`src/rtl/cp0_exc_if.sv`:
```
// Decoder <-> CP0 exception unit bus. The decoder side drives the per-instruction
// strobes and the execute-stage PC. The CP0 side returns mode, read data and redirect.
interface cp0_exc_if;
  logic [31:0] pc;
  logic [2:0]  int_cause;
  logic        cause_write;
  logic        exit_kernel;
  logic        write_c0;
  logic [4:0]  c0_addr;
  logic [31:0] c0_wdata;
  logic        kernel_mode;
  logic [31:0] c0_rdata;
  logic        exc_take;
  logic        instr_kill;
  logic        pc_redirect;
  logic [31:0] pc_target;
  logic [31:0] epc;

  modport master (
    output pc, int_cause, cause_write, exit_kernel, write_c0, c0_addr, c0_wdata,
    input  kernel_mode, c0_rdata, exc_take, instr_kill, pc_redirect, pc_target, epc
  );

  modport slave (
    input  pc, int_cause, cause_write, exit_kernel, write_c0, c0_addr, c0_wdata,
    output kernel_mode, c0_rdata, exc_take, instr_kill, pc_redirect, pc_target, epc
  );
endinterface

```
`src/rtl/cp0_exc_unit.sv`:
```
// Coprocessor-0 exception unit: owns STATUS/CAUSE/EPC and the user/kernel mode.
// It accepts synchronous exceptions from the decoder and a synchronized external irq.
// It drives the PC redirect and instruction kill in the same cycle.
module cp0_exc_unit #(
  parameter logic [31:0] EXC_VECTOR  = 32'h0000_0180,
  parameter int          SYNC_STAGES = 2
) (
  input  logic      clk,
  input  logic      reset,
  input  logic      irq,
  cp0_exc_if.slave  bus
);

  typedef enum logic {USER = 1'b0, KERNEL = 1'b1} state_t;

  localparam logic [4:0] ADDR_STATUS = 5'd12;
  localparam logic [4:0] ADDR_CAUSE  = 5'd13;
  localparam logic [4:0] ADDR_EPC    = 5'd14;

  state_t state, state_d;

  logic                   ie, pie, ip;
  logic [2:0]             code;
  logic [31:0]            epc_r;
  logic [SYNC_STAGES-1:0] irq_sync;
  logic                   irq_prev;
  logic                   irq_edge;
  logic                   irq_accept;
  logic                   exc_take;
  logic                   exit_accept;
  logic                   wr_ok;

  // Exception / return decisions, all combinational so the fetch stage redirects in the same cycle
  always_comb begin
    irq_edge    = irq_sync[SYNC_STAGES-1] & ~irq_prev;
    exit_accept = (state == KERNEL) & bus.exit_kernel & ~bus.cause_write;
    irq_accept  = ip & ie & (state == USER) & ~bus.cause_write & ~bus.exit_kernel;
    // Gating with reset keeps kill/redirect quiet while reset is held, even if cause_write is high
    exc_take    = reset & (bus.cause_write | irq_accept);
    wr_ok       = bus.write_c0 & ~exc_take;
  end

  // Outputs toward decoder and fetch
  always_comb begin
    bus.exc_take    = exc_take;
    bus.instr_kill  = exc_take;
    bus.pc_redirect = exc_take | exit_accept;
    bus.pc_target   = exc_take ? EXC_VECTOR : epc_r;
    bus.kernel_mode = (state == KERNEL);
    bus.epc         = epc_r;
  end

  // mfc0 read mux; unmapped indices read zero
  always_comb begin
    bus.c0_rdata = 32'd0;
    case (bus.c0_addr)
      ADDR_STATUS: bus.c0_rdata = {30'd0, pie, ie};
      ADDR_CAUSE:  bus.c0_rdata = {23'd0, ip, 3'd0, code, 2'd0};
      ADDR_EPC:    bus.c0_rdata = epc_r;
      default:     bus.c0_rdata = 32'd0;
    endcase
  end

  // Mode state register
  always_ff @(posedge clk or negedge reset) begin
    if (!reset) state <= USER;
    else        state <= state_d;
  end

  // Mode next-state: enter kernel on any taken exception, leave only on an accepted return
  always_comb begin
    state_d = state;
    case (state)
      USER:    if (exc_take)    state_d = KERNEL;
      KERNEL:  if (exit_accept) state_d = USER;
      default: state_d = USER;
    endcase
  end

  // irq synchronizer and rising-edge detector
  always_ff @(posedge clk or negedge reset) begin
    if (!reset) begin
      irq_sync <= '0;
      irq_prev <= 1'b0;
    end else begin
      irq_sync <= {irq_sync[SYNC_STAGES-2:0], irq};
      irq_prev <= irq_sync[SYNC_STAGES-1];
    end
  end

  // STATUS / CAUSE / EPC updates; a taken exception drops any same-cycle movc0
  always_ff @(posedge clk or negedge reset) begin
    if (!reset) begin
      ie    <= 1'b0;
      pie   <= 1'b0;
      ip    <= 1'b0;
      code  <= 3'd0;
      epc_r <= 32'd0;
    end else begin
      if (exc_take) begin
        code <= bus.cause_write ? bus.int_cause : 3'b100;
        // A nested exception in kernel keeps the original return point and interrupt state
        if (state == USER) begin
          epc_r <= bus.pc;
          pie   <= ie;
          ie    <= 1'b0;
        end
      end else begin
        if (wr_ok && bus.c0_addr == ADDR_STATUS) begin
          ie  <= bus.c0_wdata[0];
          pie <= bus.c0_wdata[1];
        end
        if (wr_ok && bus.c0_addr == ADDR_EPC) epc_r <= bus.c0_wdata;
        if (exit_accept) ie <= pie;
      end
      // A fresh irq edge beats a software clear in the same cycle
      if (irq_edge)                            ip <= 1'b1;
      else if (wr_ok && bus.c0_addr == ADDR_CAUSE) ip <= bus.c0_wdata[8];
    end
  end

endmodule

```
`src/flat_wrapper.sv`:
```
// flat-port wrapper written by rule: the top's interface ports become plain ports
module cp0_exc_unit_flat 
#(
  parameter logic [31:0] EXC_VECTOR  = 32'h0000_0180,
  parameter int          SYNC_STAGES = 2
)
  (clk, reset, irq, bus_pc, bus_int_cause, bus_cause_write, bus_exit_kernel, bus_write_c0, bus_c0_addr, bus_c0_wdata, bus_kernel_mode, bus_c0_rdata, bus_exc_take, bus_instr_kill, bus_pc_redirect, bus_pc_target, bus_epc);
  cp0_exc_if bus_i ();
  input  logic clk;
  input  logic reset;
  input  logic irq;
  input wire logic [$bits(bus_i.pc)-1:0] bus_pc;
  input wire logic [$bits(bus_i.int_cause)-1:0] bus_int_cause;
  input wire logic [$bits(bus_i.cause_write)-1:0] bus_cause_write;
  input wire logic [$bits(bus_i.exit_kernel)-1:0] bus_exit_kernel;
  input wire logic [$bits(bus_i.write_c0)-1:0] bus_write_c0;
  input wire logic [$bits(bus_i.c0_addr)-1:0] bus_c0_addr;
  input wire logic [$bits(bus_i.c0_wdata)-1:0] bus_c0_wdata;
  output wire logic [$bits(bus_i.kernel_mode)-1:0] bus_kernel_mode;
  output wire logic [$bits(bus_i.c0_rdata)-1:0] bus_c0_rdata;
  output wire logic [$bits(bus_i.exc_take)-1:0] bus_exc_take;
  output wire logic [$bits(bus_i.instr_kill)-1:0] bus_instr_kill;
  output wire logic [$bits(bus_i.pc_redirect)-1:0] bus_pc_redirect;
  output wire logic [$bits(bus_i.pc_target)-1:0] bus_pc_target;
  output wire logic [$bits(bus_i.epc)-1:0] bus_epc;
  assign bus_i.pc = bus_pc;
  assign bus_i.int_cause = bus_int_cause;
  assign bus_i.cause_write = bus_cause_write;
  assign bus_i.exit_kernel = bus_exit_kernel;
  assign bus_i.write_c0 = bus_write_c0;
  assign bus_i.c0_addr = bus_c0_addr;
  assign bus_i.c0_wdata = bus_c0_wdata;
  assign bus_kernel_mode = bus_i.kernel_mode;
  assign bus_c0_rdata = bus_i.c0_rdata;
  assign bus_exc_take = bus_i.exc_take;
  assign bus_instr_kill = bus_i.instr_kill;
  assign bus_pc_redirect = bus_i.pc_redirect;
  assign bus_pc_target = bus_i.pc_target;
  assign bus_epc = bus_i.epc;
  cp0_exc_unit #(.EXC_VECTOR(EXC_VECTOR), .SYNC_STAGES(SYNC_STAGES)) u_core (.clk(clk), .reset(reset), .irq(irq), .bus(bus_i));
endmodule
```
`config.mk`:
```
export PLATFORM = sky130hd
export DESIGN_NAME = cp0_exc_unit_flat
export DESIGN_NICKNAME = d
export VERILOG_FILES = /design/src/rtl/cp0_exc_if.sv /design/src/rtl/cp0_exc_unit.sv /design/src/flat_wrapper.sv
export SDC_FILE = /design/constraint.sdc
export NUM_CORES = 1
export LEC_CHECK = 0
export CAP_MARGIN = 30
export CORE_MARGIN = 3
export CORE_UTILIZATION = 37
export DETAILED_ROUTE_END_ITERATION = 7
export PLACE_DENSITY = 0.87
export SYNTH_ARGS = -nofsm -noshare
export SYNTH_HDL_FRONTEND = slang
export SYNTH_SLANG_ARGS = --single-unit
```
`constraint.sdc`:
```
create_clock -name clk -period 2.6 [get_ports clk]
set_input_delay 0.26 -clock clk [delete_from_list [all_inputs] [get_ports clk]]
set_output_delay 0.26 -clock clk [all_outputs]
set_load 0.02 [all_outputs]
```
==> impl_metrics.json <==
{
  "syn_to_final_growth_pct": 85.5,
  "drv_slew": 0,
  "setup_ws_ns": 0.113,
  "clk_latency_ns": 0.29,
  "max_cap_viol_count": 0,
  "reg2reg_from": "u_core.ie$_DFFE_PN0P_",
  "start_kind": "primary input",
  "cts.sinks": 42,
  "max_stage_delay_ns": 0.61,
  "worstPathArrival_ns": 2.23,
  "timing.hold.ws_ns": 0.374,
  "htreeDepth": 2,
  "vias_per_cell": 5.17,
  "synth-async-reset-ratio": 1.00,
  "gr-usage-all-layers": 0.221,
  "syn-num-nets": 303,
  "row_count": 28,
  "finalCriticalPeriod_ns": 2.49,
  "die_x_um": 86.1,
  "ios": 178,
  "drt_iter0_drc": 178,
  "status": "complete, no violations",
  "r2r-end": "u_core.bus.epc[12]$_DFFE_PN0P_",
  "cts_setup_buffers": 0,
  "dieHeight_um": 86.1,
  "power_density_mw_per_mm2": 925,
  "end_kind": "output pin",
  "fp.dieArea_mm2": 0.00741,
  "cts_made_buffers": 5,
  "synth_top_area_share": 0.443,
  "synth.ff_latch_count": 42,
  "leakage_nw": 1.71,
  "worstSetupPathType": "primary input to output pin",
  "power_w": 0.00407,
  "path_cells": "dlygate4sd3_1, buf_2, nand2_1, o21a_1, buf_4, and2_1, clkdlybuf4s50_1",
  "ant_nets": 0,
  "vias": 2487,
  "synth_area_leader_cell": "dfrtp_1",
  "hold_path_class": "flop to flop",
  "fin_cells": 481,
  "rrSetupSlack_ns": 0.80,
  "cp_num_buf_inv": 4,
  "synth_seq_area_share": 0.443,
  "cpLargestDelayFamily": "buffers and inverters",
  "nNetsFinal": 483,
  "cp_max_fo": 22,
  "wl_per_cell_um": 17.2,
  "numPlacedInstances": 472,
  "pre_cts_ws_ns": 0.156,
  "hold_violations": 0,
  "start_util": 0.392,
  "synth.distinct_cells": 32,
  "num_antenna_cells": 0,
  "required_ns": 2.34,
  "report.final.setup_viol": 0,
  "crit_slowest_cell": "clkdlybuf4s50_1",
  "cts_max_path_buffers": 2,
  "firstDrtPassIters": 4,
  "cts.repair.resized": 0,
  "regArea_mm2": 0.00105,
  "synthesis.area_mm2": 0.00237,
  "synth_flop_cell": "dfrtp_1",
  "avgSynthCellArea_um2": 10.5,
  "tritoncts": "yes",
  "hold_end": "u_core.irq_sync[1]$_DFF_PN0_",
  "drive_gt1_frac": 0.207,
  "grt_start_max_net_pins": 33,
  "hpwl_um": 6460,
  "clockRootBuffer": "clkbuf_8",
  "synth_edf_count": 0,
  "slew_headroom": 0.766,
  "worst_pin_slew_ns": 0.352,
  "path_clk_slew_ns": 0.08,
  "skew_ns": 0.00956,
  "rsz0062_at_grt": "true",
  "grt_overflow": 0,
  "layout_worst_path_cycle_share": 0.957,
  "grt_pass1_wl_um": 13000,
  "drt_wl_total_um": 8290,
  "remaining_drc_errors": 0,
  "ir_worst_vdd_v": 0.000585,
  "port_buffers": 177,
  "fillers": 487,
  "syn_inst": 225,
  "place_congestion": 0.859,
  "worstHoldStart": "u_core.irq_sync[0]$_DFF_PN0_",
  "rr_worst_depth": 6,
  "grt_pass1_vias": 2654,
  "hold_depth": 0,
  "antenna_found_initial": 0,
  "coreArea_mm2": 0.00606,
  "fmax_ghz": 0.402,
  "synthTopCellsByArea": "dfrtp_1 (44%), and2_1 (14%), o221a_2 (14%)",
  "ys_warn_count": 0,
  "multi_input_area_mm2": 0.00122
}
==> layer usage <==
| metal | GRT usage | vias up | wire length [µm] | share of wire |
|---|---|---|---|---|
| met2 | 0.395 | 131 | 4260 | 0.51 |
| met4 | 0.0662 | 0 | 193 | 0.023 |
| met1 | 0.260 | 1170 | 3200 | 0.39 |
| met3 | 0.0538 | 18 | 639 | 0.077 |
| met5 | 0 | - | 0 | 0 |
| li1 | - | 1168 | - | - |
==> cells in the mapped netlist (2+ instances only) <==
| library cell | number |
|---|---|
| clkbuf_1 | 13 |
| and3_1 | 2 |
| dfrtp_1 | 42 |
| nand2_1 | 5 |
| o221a_1 | 3 |
| and2_1 | 55 |
| nand3b_1 | 2 |
| nor2_1 | 3 |
| nand2b_1 | 5 |
| or2_2 | 31 |
| a32o_1 | 2 |
| a22o_1 | 5 |
| inv_1 | 5 |
| nand3_1 | 4 |
| o221a_2 | 29 |
| buf_6 | 3 |
==> timing repair <==
item / 4_1_cts / 5_1_grt
endpoints found under the setup margin: 0 / 5
endpoints found under the hold margin: 42 / 0
hold buffers: 1 / 0
==> how the worst max path moves through the flow <==
| stage | start | end | slack, ns | cells after the start |
|---|---|---|---|---|
| 2_1_floorplan | u_core.bus.kernel_mode$_DFF_PN0_ | bus_pc_target[22] | 0.80 | 5 |
| 3_3_place_gp | bus_c0_addr[3] | bus_c0_rdata[1] | 0.20 | 5 |
| 3_5_place_dp | bus_c0_addr[3] | bus_c0_rdata[1] | 0.16 | 5 |
| 4_1_cts | reset | bus_pc_target[3] | 0.09 | 7 |
| 5_1_grt | reset | bus_pc_target[3] | -0.02 | 7 |
| 6_report | reset | bus_pc_target[3] | 0.11 | 7 |
==> area by class of cell <==
class                           instances  share of cell area
Multi-Input combinational cell        161               0.278
Clock buffer                            5              0.0156
Inverter                                5             0.00426
Clock inverter                          3              0.0156
Sequential cell                        42               0.239
Timing Repair Buffer                  190               0.427
Tap cell                               75              0.0213
==> metrics by stage <==
step | TNS (ns) | utilization | area [µm²]
after floorplan | 0 | - | 2370
after global placement | 0 | 0.702 | 4260
after detailed placement | 0 | 0.702 | 4260
after CTS | 0 | 0.726 | 4400
after global routing | -0.0328 | 0.726 | 4400
final | 0 | 0.726 | 4400
==> cell usage in the layout (no fill, tap or decap), drive strengths merged, types with 13 or more instances in the layout <==
| cell type | netlist | final |
|---|---|---|
| or2 | 31 | 31 |
| and2 | 55 | 55 |
| buf | 4 | 13 |
| clkdlybuf4s50 | 0 | 176 |
| dfrtp | 42 | 42 |
| o221a | 32 | 32 |
==> cell families after synthesis <==
logic type	count (synthesis)	share of synthesized area
AO/OA/AOI/OAI	48	0.214
AND/OR/NAND/NOR	113	0.297
buffers and inverters	22	0.0459
flip-flops	42	0.443
==> flip-flops by register name, summed over array words and instances (netlist names) <==
register / cells
u_core.pie: 1
u_core.code: 3
u_core.irq_prev: 1
u_core.irq_sync: 2
u_core.ie: 1
u_core.bus.epc: 32
u_core.ip: 1
u_core.bus.kernel_mode: 1
==> power breakdown <==
group          leakage (nW)  total [W]  internal [W]  switching (W)
Combinational          1.17    0.00226       0.00124        0.00102
Sequential            0.463    0.00119      0.000916       0.000277
Clock                0.0683   0.000614      0.000385       0.000229
Total                  1.71    0.00407       0.00254        0.00153
==> worst reg2reg max path, cell delays in order (launching register included) <==
cell and delay [ns]:
dfrtp_1 0.44, nand3b_1 0.13, o21a_1 0.18, buf_4 0.26, nand3_1 0.10, buf_4 0.26
o221a_2 0.32
(Power assumes the default switching activity.)
